File: config.mk
export PLATFORM = sky130hd
export DESIGN_NAME = cmd_in_sched
export DESIGN_NICKNAME = d
export VERILOG_FILES = /design/src/rtl/OmpSsManager.sv /design/src/rtl/rr_find_first.sv /design/src/rtl/cmd_in_sched.sv
export SDC_FILE = /design/constraint.sdc
export NUM_CORES = 1
export LEC_CHECK = 0
export ABC_AREA = 1
export BUFFER_PORTS_ARGS = -buffer_cell sky130_fd_sc_hd__buf_2
export CELL_PAD_IN_SITES_DETAIL_PLACEMENT = 0
export CELL_PAD_IN_SITES_GLOBAL_PLACEMENT = 1
export CORE_MARGIN = 4
export CORE_UTILIZATION = 40
export CTS_CLUSTER_SIZE = 10
export DETAILED_ROUTE_END_ITERATION = 10
export GPL_TIMING_DRIVEN = 1
export PLACE_DENSITY_LB_ADDON = 0.1
export RECOVER_POWER = 50
export SLEW_MARGIN = 20
export SYNTH_ARGS = -nofsm -noshare
export SYNTH_HDL_FRONTEND = slang
export SYNTH_HIERARCHICAL = 1
export SYNTH_SLANG_ARGS = --single-unit
File: constraint.sdc
create_clock -name clk -period 3.9 [get_ports clk]
set_input_delay 0.78 -clock clk [delete_from_list [all_inputs] [get_ports clk]]
set_output_delay 0.78 -clock clk [all_outputs]
set_load 0.05 [all_outputs]
File: src/rtl/OmpSsManager.sv
// Shared types and constants for the OmpSs manager command-in path.
package OmpSsManager;

   localparam int DEFAULT_MAX_ACCS     = 16;
   localparam int GRANT_ID_W           = $clog2(DEFAULT_MAX_ACCS);
   localparam int DEFAULT_STARVE_LIMIT = 4;
   localparam int STARVE_CNT_W         = 4;

   typedef enum logic [1:0] {
      SCHED_IDLE,
      SCHED_SELECT,
      SCHED_OFFER,
      SCHED_WAIT_DONE
   } sched_state_t;

   // One grant handed to the command-in dispatcher.
   typedef struct packed {
      logic [GRANT_ID_W-1:0] acc_id;
      logic                  is_int;
   } sched_grant_t;

endpackage

File: src/rtl/rr_find_first.sv
// Rotating find-first-set: returns the first set bit of mask at or above
// ptr, wrapping around modulo WIDTH.
module rr_find_first #(
   parameter  int WIDTH = 16,
   localparam int IDX_W = (WIDTH > 1) ? $clog2(WIDTH) : 1
) (
   input  logic [WIDTH-1:0] mask,
   input  logic [IDX_W-1:0] ptr,
   output logic             found,
   output logic [IDX_W-1:0] idx
);

   logic [IDX_W-1:0] pos;

   // Scan from the farthest offset down so the one nearest ptr wins last.
   always_comb begin
      // NOTE: every output of a combinational block gets a default first so no latch is inferred.
      found = 1'b0;
      idx   = '0;
      pos   = '0;
      for (int k = WIDTH - 1; k >= 0; k--) begin
         pos = IDX_W'((int'(ptr) + k) % WIDTH);
         if (mask[pos]) begin
            found = 1'b1;
            idx   = pos;
         end
      end
   end

endmodule

File: src/rtl/cmd_in_sched.sv
// Command-in scheduler: picks the next accelerator and queue class
// (host or internal) for the command-in dispatcher, owns the availability
// and internal-not-empty bitmaps, and bounds starvation of host queues.
module cmd_in_sched
   import OmpSsManager::*;
#(
   parameter  int MAX_ACCS     = DEFAULT_MAX_ACCS,
   parameter  int STARVE_LIMIT = DEFAULT_STARVE_LIMIT,
   localparam int ACC_BITS     = $clog2(MAX_ACCS)
) (
   input  logic                clk,
   input  logic                rstn,
   input  logic                acc_avail_wr,
   input  logic [ACC_BITS-1:0] acc_avail_wr_address,
   input  logic                sched_queue_nempty_write,
   input  logic [ACC_BITS-1:0] sched_queue_nempty_address,
   output logic                grant_valid,
   input  logic                grant_ready,
   output logic [ACC_BITS-1:0] grant_acc_id,
   output logic                grant_int,
   input  logic                done_valid,
   input  logic                done_sent,
   input  logic                done_blocks,
   input  logic                done_int_empty,
   output logic                busy
);

   sched_state_t            state_q, state_d;
   logic [MAX_ACCS-1:0]     acc_avail_q, acc_avail_d;
   logic [MAX_ACCS-1:0]     int_nempty_q, int_nempty_d;
   logic [ACC_BITS-1:0]     rr_int_ptr_q, rr_ext_ptr_q;
   logic [STARVE_CNT_W-1:0] starve_cnt_q;
   sched_grant_t            grant_q;
   logic                    ext_seen_q;   // a host candidate was passed over

   logic                    int_found, ext_found;
   logic [ACC_BITS-1:0]     int_idx, ext_idx;
   logic [MAX_ACCS-1:0]     int_mask;
   logic                    pick_int, any_cand, done_acc;
   logic [ACC_BITS-1:0]     grant_id, next_ptr;

   assign int_mask = int_nempty_q & acc_avail_q;

   rr_find_first #(.WIDTH(MAX_ACCS)) u_int_ff (
      .mask  (int_mask),
      .ptr   (rr_int_ptr_q),
      .found (int_found),
      .idx   (int_idx)
   );

   rr_find_first #(.WIDTH(MAX_ACCS)) u_ext_ff (
      .mask  (acc_avail_q),
      .ptr   (rr_ext_ptr_q),
      .found (ext_found),
      .idx   (ext_idx)
   );

   assign pick_int = int_found & ((int'(starve_cnt_q) < STARVE_LIMIT) | ~ext_found);
   assign any_cand = int_found | ext_found;
   assign done_acc = (state_q == SCHED_WAIT_DONE) & done_valid;
   assign grant_id = ACC_BITS'(grant_q.acc_id);
   assign next_ptr = (grant_id == ACC_BITS'(MAX_ACCS - 1)) ? '0 : grant_id + ACC_BITS'(1);

   assign grant_acc_id = grant_id;
   assign grant_int    = grant_q.is_int;

   // Bitmap next-state: clears from the accepted done, sets from notifications; set wins.
   always_comb begin
      acc_avail_d  = acc_avail_q;
      int_nempty_d = int_nempty_q;
      if (done_acc && done_sent && done_blocks)
         acc_avail_d[grant_id] = 1'b0;
      if (done_acc && grant_q.is_int && done_int_empty)
         int_nempty_d[grant_id] = 1'b0;
      if (acc_avail_wr)
         acc_avail_d[acc_avail_wr_address] = 1'b1;
      if (sched_queue_nempty_write)
         int_nempty_d[sched_queue_nempty_address] = 1'b1;
   end

   // FSM state register.
   always_ff @(posedge clk) begin
      // NOTE: sequential state uses non-blocking assignments so every flop samples pre-edge values.
      if (!rstn) state_q <= SCHED_IDLE;
      else       state_q <= state_d;
   end

   // FSM next-state logic.
   always_comb begin
      state_d = state_q;
      case (state_q)
         SCHED_IDLE:      state_d = SCHED_SELECT;
         SCHED_SELECT:    if (any_cand) state_d = SCHED_OFFER;
         SCHED_OFFER:     if (grant_ready) state_d = SCHED_WAIT_DONE;
         SCHED_WAIT_DONE: if (done_valid) state_d = SCHED_IDLE;
         default:         state_d = SCHED_IDLE;
      endcase
   end

   // FSM outputs.
   always_comb begin
      grant_valid = (state_q == SCHED_OFFER);
      busy        = (state_q == SCHED_OFFER) || (state_q == SCHED_WAIT_DONE);
   end

   // Bitmaps, grant register, round-robin pointers and starvation counter.
   always_ff @(posedge clk) begin
      if (!rstn) begin
         acc_avail_q  <= '1;
         int_nempty_q <= '0;
         rr_int_ptr_q <= '0;
         rr_ext_ptr_q <= '0;
         starve_cnt_q <= '0;
         grant_q      <= '0;
         ext_seen_q   <= 1'b0;
      end else begin
         acc_avail_q  <= acc_avail_d;
         int_nempty_q <= int_nempty_d;
         if (state_q == SCHED_SELECT && any_cand) begin
            grant_q.acc_id <= GRANT_ID_W'(pick_int ? int_idx : ext_idx);
            grant_q.is_int <= pick_int;
            ext_seen_q     <= ext_found;
         end
         if (done_acc) begin
            if (grant_q.is_int) begin
               rr_int_ptr_q <= next_ptr;
               if (ext_seen_q && starve_cnt_q != '1)
                  starve_cnt_q <= starve_cnt_q + STARVE_CNT_W'(1);
            end else begin
               // Advances even when nothing was sent so empty host queues do not pin the pointer.
               rr_ext_ptr_q <= next_ptr;
               starve_cnt_q <= '0;
            end
         end
      end
   end

endmodule

# ---- Word level (Yosys, flattened, before mapping)
# Cells that the tools add are included.
dict set report totals {
  ff_bits 52
  latchBits 0
  mem_bits_rw 0
  romBits 0
  input_bits 17
  out_inout_bits 7
  elab_cells 262
  mem_count 0
}
dict set report classes {
  addsub 32
  mul 0
  n_div 0
  n_lt_le_gt_ge 39
  eq_ne 9
  n_shift 0
  n_mux 146
  bitwise_logic 12
  n_reduce_logical 15
}
# cell count
set ops {}
lappend ops {{4-bit by 5-bit less-than comparator with 1-bit output, second input constant} 35}
lappend ops {{4-bit two-way mux} 36}
lappend ops {{1-bit binary-select mux with 4-bit select} 32}
lappend ops {{1-bit two-way mux} 67}
lappend ops {{4-bit adder, second input constant} 16}
lappend ops {{16-bit two-way mux} 4}
lappend ops {{16-bit AND} 3}
lappend ops {{4-bit by 3-bit adder with 4-bit output, second input constant} 8}
lappend ops {{16-bit OR} 2}
lappend ops {{4-bit by 1-bit adder with 4-bit output, second input constant} 4}
lappend ops {{4-bit by 2-bit adder with 4-bit output, second input constant} 4}
lappend ops {{16-bit NOT} 1}
lappend ops {{1-bit demux with 4-bit select} 3}
lappend ops {{4-bit by 1-bit greater-or-equal comparator with 1-bit output, second input constant} 3}
lappend ops {{1-bit logical AND} 9}
lappend ops {{2-bit one-hot mux with 4 select lines} 1}
lappend ops {{2-bit two-way mux} 3}
lappend ops {{2-bit AND reduction} 3}
lappend ops {{2-bit equality test, second input constant} 2}
lappend ops {{4-bit equality test, second input constant} 1}
lappend ops {{4-bit by 3-bit less-than comparator with 1-bit output, second input constant} 1}
lappend ops {{2-bit by 1-bit != test with 1-bit output, second input constant} 2}
lappend ops {{2-bit != test, second input constant} 2}
lappend ops {{4-bit != test, second input constant} 1}
lappend ops {{7 further kinds} 10}

# ---- Longest topological paths before layout
dict set report depth {
  depth_word 23
  mapped_depth 32
  depth_no_buf 30
}

# ---- Modules after synthesis
# The synthesis kept the hierarchy.
# module n_inst cells_per_inst area_each_um2 seq_area_each_um2
set by_module_without_submodules {}
lappend by_module_without_submodules {cmd_in_sched 1 364 2565.0 1041.0}
lappend by_module_without_submodules {{rr_find_first (u_ext_ff)} 1 364 1784.2 0.0}
lappend by_module_without_submodules {{rr_find_first (u_int_ff)} 1 365 1679.1 0.0}

# ---- Worst setup path after synthesis
# No wires, ideal clock.
dict set report synth_timing {
  path_kind {flip-flop to flip-flop}
  from {reg rr_ext_ptr_q[0]}
  to {reg grant_q (netlist bit grant_acc_id[0])}
  setup_time_ns 0.109
  arrival_ns 3.143
  t_required_ns 3.791
  slack_ns 0.648
  stages_incl_launch_ff 22
  cell_sequence {dfxtp_1 inv_2 buf_6 clkbuf_1 ha_1 inv_1 buf_2 nand3_1 nand3_1 and2_1 or2_1 nand2_1 nor2_1 nand4_1 nor4_1 nand4_1 o21ai_1 nand2_1 nand2_1 nand3_1 nand2_1 inv_1}
}
dict set report synth_between {
  elab_chain_len 23
}
# item line
set synth_lines {}
lappend synth_lines {{start, declared} cmd_in_sched.sv:31} ;# logic [ACC_BITS-1:0] rr_int_ptr_q, rr_ext_ptr_q;
lappend synth_lines {{start signal, assigned} cmd_in_sched.sv:131} ;# rr_ext_ptr_q <= next_ptr;
lappend synth_lines {{4-bit adder} rr_find_first.sv:22} ;# pos = IDX_W'((int'(ptr) + k) % WIDTH);
lappend synth_lines {{1-bit binary-select mux with 4-bit select} rr_find_first.sv:23} ;# if (mask[pos]) begin
lappend synth_lines {{1-bit two-way mux (not written as such)} rr_find_first.sv:23}
lappend synth_lines {{1-bit two-way mux (15 in a row)} rr_find_first.sv:23}
lappend synth_lines {{1-bit two-way mux (*)} rr_find_first.sv:23}
lappend synth_lines {{named net ext_found} cmd_in_sched.sv:36} ;# logic int_found, ext_found;
lappend synth_lines {{1-bit NOT} cmd_in_sched.sv:58} ;# assign pick_int = int_found & ((int'(starve_cnt_q) < STARVE_LIMIT) | ~ext_found);
lappend synth_lines {{1-bit OR} cmd_in_sched.sv:58}
lappend synth_lines {{1-bit AND} cmd_in_sched.sv:58}
lappend synth_lines {{4-bit two-way mux} cmd_in_sched.sv:120} ;# grant_q.acc_id <= GRANT_ID_W'(pick_int ? int_idx : ext_idx);
lappend synth_lines {{end, declared} cmd_in_sched.sv:33} ;# sched_grant_t grant_q;
# The timed path passes the listed nets; every way through them passes the cells marked *. The select of a mux whose other input is x is not followed.
# A chain may end at the register's enable or synchronous reset.

# ---- Worst setup path in the final report
dict set report layout_timing {
  from {reg rr_int_ptr_q[2]}
  to {reg grant_q (netlist bit grant_acc_id[0])}
}
dict set report layout_between {
  elab_chain_len 21
}
# item line
set layout_lines {}
lappend layout_lines {{start, declared} cmd_in_sched.sv:31}
lappend layout_lines {{start signal, assigned} cmd_in_sched.sv:126} ;# rr_int_ptr_q <= next_ptr;
lappend layout_lines {{4-bit adder} rr_find_first.sv:22}
lappend layout_lines {{1-bit binary-select mux with 4-bit select} rr_find_first.sv:23}
lappend layout_lines {{1-bit two-way mux (not written as such)} rr_find_first.sv:23}
lappend layout_lines {{1-bit two-way mux (15 in a row)} rr_find_first.sv:23}
lappend layout_lines {{1-bit two-way mux (*)} rr_find_first.sv:23}
lappend layout_lines {{named net int_found} cmd_in_sched.sv:36}
lappend layout_lines {{1-bit AND / 1-bit OR (equally long branches)} {cmd_in_sched.sv:58, cmd_in_sched.sv:59}}
lappend layout_lines {{4-bit two-way mux / 1-bit logical AND (equally long branches)} {cmd_in_sched.sv:120, cmd_in_sched.sv:119}}
# Marked as above.

==> qor.log <==
[synth] area of the mapped netlist 6030 um2
[layout] Layout Nets 1145
[power_and_ir_drop] power share of the clock group 19.8%
[power_and_ir_drop] Power, Total 2.55 mW
[layout] layout overhead on the synthesized area 5.98%
[synth] distinct cell type count of the synthesized netlist 37
[detailed_routing] initial detailed-routing violation count 740
[setup_path] startpoint kind of the worst setup timing path flop
[synth] sequential cell area fraction in the yosys report 17.3%
[layout] register cell area after layout 1040 um2
[detailed_routing] via count 6992
[synth] number of enable flip-flop cells after synthesis 0
[hold_path] end of the worst hold path int_nempty_q[14]
[clock_tree] buffer count from post-CTS setup fixing 0
[grt] total routing resource utilization after global routing 25.0%
[sta] number of failing setup endpoints in the final timing report 0
[power_and_ir_drop] Seq pwr share 24.9%
[setup_path] Setup crit end kind flop
[grt] global-route wire length before repair 33500 um
[grt] number of antenna violations at the first check in global routing 0
[power_and_ir_drop] cell internal pwr 1.27 mW
[power_and_ir_drop] worst vdd rail ir drop 0.588 mV
[clock_tree] clock insertion delay at the later pin of the skew report 0.29 ns
[setup_path] Critical R2R Capture grant_acc_id[0]
[grt] largest net degree at the start of global routing 30
[sta] portion of the clock cycle consumed by the worst path in the final layout 92.8%
[synth] total nets after synthesis 1133
[setup_path] CP Max Fanout 11
[floorplanning] x dimension of the die 131 um
[placement] quantity of I/O buffers inserted on ports 23
[power_and_ir_drop] Comb power frac 55.3%
[job] max capacitance violation total 0
[layout] fillers 1638
[sta] maximum clock skew at final layout 0.00988 ns
[floorplanning] vertical extent of the die 131 um
[power_and_ir_drop] switching fraction of total power 50.1%
[clock_tree] Worst-path clk slew 0.07 ns
[synth] Syn Inst Count 1093
[floorplanning] I/O pin cnt 24
[sta] unrepaired setup endpoints after global routing yes
[clock_tree] number of clock sinks seen by CTS 52
[sta] Max Slew Vio Count 0
[floorplanning] core region area 14600 um2
[setup_path] arrival time at the worst endpoint 3.85 ns
[power_and_ir_drop] static power due to leakage 3.28 nW
[setup_path] reg2reg path depth 18
[detailed_routing] count of nets left with antenna violations after detail routing 0
[sta] pin slew with the least headroom to its limit 0.758 ns
[floorplanning] die area 17100 um2
[detailed_routing] number of vias per cell 5.42
[setup_path] reg-to-reg critical path startpoint rr_int_ptr_q[2]
[setup_path] endpoint required time on the critical path 4.14 ns
[sta] Final Hold Violating Endpoints 0
[sta] total negative setup slack 0 ns
[layout] area of the multi-input gates 4310 um2
[hold_path] hold wc startpoint int_nempty_q[14]
[status] status complete, no violations
[detailed_routing] post-detailed-routing wire length 21100 um
[detailed_routing] total DRC errors in the routed layout 0
[synth] ys flop type sky130_fd_sc_hd__dfxtp_1
[floorplanning] initial standard-cell utilization of the core 41.2%
[synth] biggest area consumer among synthesized cells sky130_fd_sc_hd__nand2_1
[floorplanning] placement row count 44
[clock_tree] clock tree from TritonCTS built
[clock_tree] root buf cell sky130_fd_sc_hd__clkbuf_16
[synth] top cells by area, synth sky130_fd_sc_hd__nand2_1 (25%), sky130_fd_sc_hd__dfxtp_1 (17%), sky130_fd_sc_hd__nand3_1 (15%)
[power_and_ir_drop] power per cell area 399 nW/um2
[hold_path] cell depth of the worst min-delay path 2
[sta] final critical-path required period 3.62 ns
[synth] share of flip-flops with an asynchronous set or reset 0%
[synth] Yosys top cell area share 24.6%
[power_and_ir_drop] net switching power figure 1.28 mW
[setup_path] worst setup path category reg -> reg
[setup_path] worst reg-to-reg setup slack 0.28 ns
[clock_tree] deepest clock path buffer count 2
[clock_tree] cts-stage hold buffer count 0
[sta] maximum clock frequency 276 MHz
[detailed_routing] Pre-Repair DR Iteration Count 6
[layout] fraction of final layout cells sized beyond drive strength 1 9.22%
[grt] total global routing overflow 0
[hold_path] HP Class reg -> reg
[clock_tree] number of buffers created by CTS 5
[grt] vias in the first global route 6202
[layout] post-route cell area 6390 um2
[sta] slew margin rel. 49.4%
[placement] Post-DP HPWL 16900 um
[synth] FF+latch count, synth 52
[placement] placed inst area 6280 um2
[layout] diodes inserted 0
[synth] synthesis warning total 6
[placement] routability congestion estimate 0.976
[clock_tree] H-Tree Depth 2
[detailed_routing] routed wirelength normalized by instance count 16.4 um
[synth] average footprint of a synthesized cell 5.52 um2
## power by group through the flow
stage,Combinational [mW],Sequential (mW),Clock [mW]
detailed placement,1.40,0.646,0
global route,1.56,0.643,0.540
CTS,1.40,0.634,0.515
global placement,1.42,0.648,0
floorplan,0.982,0.695,0
finish,1.41,0.634,0.504
## state kept, by name, indices dropped and copies added (netlist names)
| signal | flops |
|---|---|
| acc_avail_q | 16 |
| int_nempty_q | 16 |
| grant_acc_id | 4 |
| rr_ext_ptr_q | 4 |
| rr_int_ptr_q | 4 |
| starve_cnt_q | 4 |
| state_q | 2 |
| ext_seen_q | 1 |
| grant_int | 1 |
## final cells by class
| cell class | instances | share of cell area [%] |
|---|---|---|
| Clock buffer | 6 | 2.02 |
| Timing Repair Buffer | 35 | 3.13 |
| Multi-Input combinational cell | 894 | 67.5 |
| Tap cell | 184 | 3.60 |
| Clock inverter | 2 | 0.607 |
| Inverter | 117 | 6.87 |
| Sequential cell | 52 | 16.3 |
## synthesized netlist by cell type (3+ instances only)
library cell               number
sky130_fd_sc_hd__nand2_4        3
sky130_fd_sc_hd__nand3_2        7
sky130_fd_sc_hd__a21oi_1      105
sky130_fd_sc_hd__buf_2         12
sky130_fd_sc_hd__or2_1          6
sky130_fd_sc_hd__clkbuf_1       7
sky130_fd_sc_hd__o21ai_1       23
sky130_fd_sc_hd__inv_1         95
sky130_fd_sc_hd__inv_2         21
sky130_fd_sc_hd__nand4_1        5
sky130_fd_sc_hd__ha_1          23
sky130_fd_sc_hd__xor2_1        11
sky130_fd_sc_hd__o21ai_2       12
sky130_fd_sc_hd__buf_4          5
sky130_fd_sc_hd__nand2_1      395
sky130_fd_sc_hd__buf_6          5
sky130_fd_sc_hd__nor2_1        58
sky130_fd_sc_hd__dfxtp_1       52
sky130_fd_sc_hd__nand2_2       24
sky130_fd_sc_hd__nor3_1         4
sky130_fd_sc_hd__o21ai_0       18
sky130_fd_sc_hd__nand3_1      178
## per-stage QoR
step                      utilization (%)  worst slack (ns)  instances  hold slack [ns]
after floorplan                         -             0.648       1093            0.429
after global placement               42.9             0.370       1282            0.447
after detailed placement             42.9             0.427       1282            0.451
after CTS                            44.0             0.403       1290            0.460
after global routing                 43.6          -0.00949       1290            0.470
final                                43.6             0.280       1290            0.473
## routing by layer
metal  vias up  global-route usage [%]  wire length, um
li1       3566                       -                -
met1      3159                    36.8            10300
met2       237                    39.5             9350
met3        30                    2.03              992
met4         0                    5.99              482
met5         -                       0                0
## what timing repair did
action | 4_1_cts | 5_1_grt
gates resized for setup | 0 | 2
endpoints found under the hold margin | 0 | 0
setup endpoints to repair | 0 | 4
## cell families after synthesis
group	synth area share, %
DFF	17.3
and+or+nand+nor	50.1
adders and majority gates	4.77
buffers and inverters	10.3
AOI/OAI and AO/OA	14.6
xor gates and xnor gates	2.97
## critical path: stages, from the launching register on
cell and delay (ns):
sky130_fd_sc_hd__dfxtp_1 0.34, sky130_fd_sc_hd__inv_2 0.12, sky130_fd_sc_hd__ha_1 0.48, sky130_fd_sc_hd__inv_1 0.25, sky130_fd_sc_hd__nand3_1 0.14, sky130_fd_sc_hd__o21ai_1 0.12
sky130_fd_sc_hd__nand2_1 0.13, sky130_fd_sc_hd__nand2_1 0.15, sky130_fd_sc_hd__inv_2 0.10, sky130_fd_sc_hd__nand2_1 0.05, sky130_fd_sc_hd__nor3_1 0.15, sky130_fd_sc_hd__nand4_1 0.11
sky130_fd_sc_hd__nor4_1 0.18, sky130_fd_sc_hd__nand4_1 0.48, sky130_fd_sc_hd__o21ai_4 0.41, sky130_fd_sc_hd__inv_1 0.13, sky130_fd_sc_hd__nand3_1 0.11, sky130_fd_sc_hd__nand2_1 0.06
sky130_fd_sc_hd__inv_1 0.05
## worst max path at each step
| stage | startpoint | to | slack (ns) | cells past startpoint |
|---|---|---|---|---|
| 5_1_grt | rr_ext_ptr_q[1] | grant_acc_id[1] | -0.009 | 20 |
| 3_5_place_dp | rr_int_ptr_q[2] | grant_acc_id[0] | 0.43 | 18 |
| 6_report | rr_int_ptr_q[2] | grant_acc_id[0] | 0.28 | 18 |
| 2_1_floorplan | rr_ext_ptr_q[0] | grant_acc_id[0] | 0.65 | 21 |
| 4_1_cts | rr_int_ptr_q[2] | grant_acc_id[0] | 0.40 | 18 |
| 3_3_place_gp | rr_int_ptr_q[2] | grant_acc_id[1] | 0.37 | 18 |
## cells in the final DEF, fill, tap and decap left out, drive strengths merged
cell and n:
a31oi 2, clkinv 1, clkbuf 10, nor4 2
xnor2 4, a22oi 1, inv 117, ha 23
dfxtp 52, and2 2, bufinv 1, nand3 185
nor3 6, buf 31, nand2 422, or2 8
a21oi 106, o21ai 53, nor2 60, o21a 2
xor2 13, nand4 5
(Power assumes the default switching activity.)
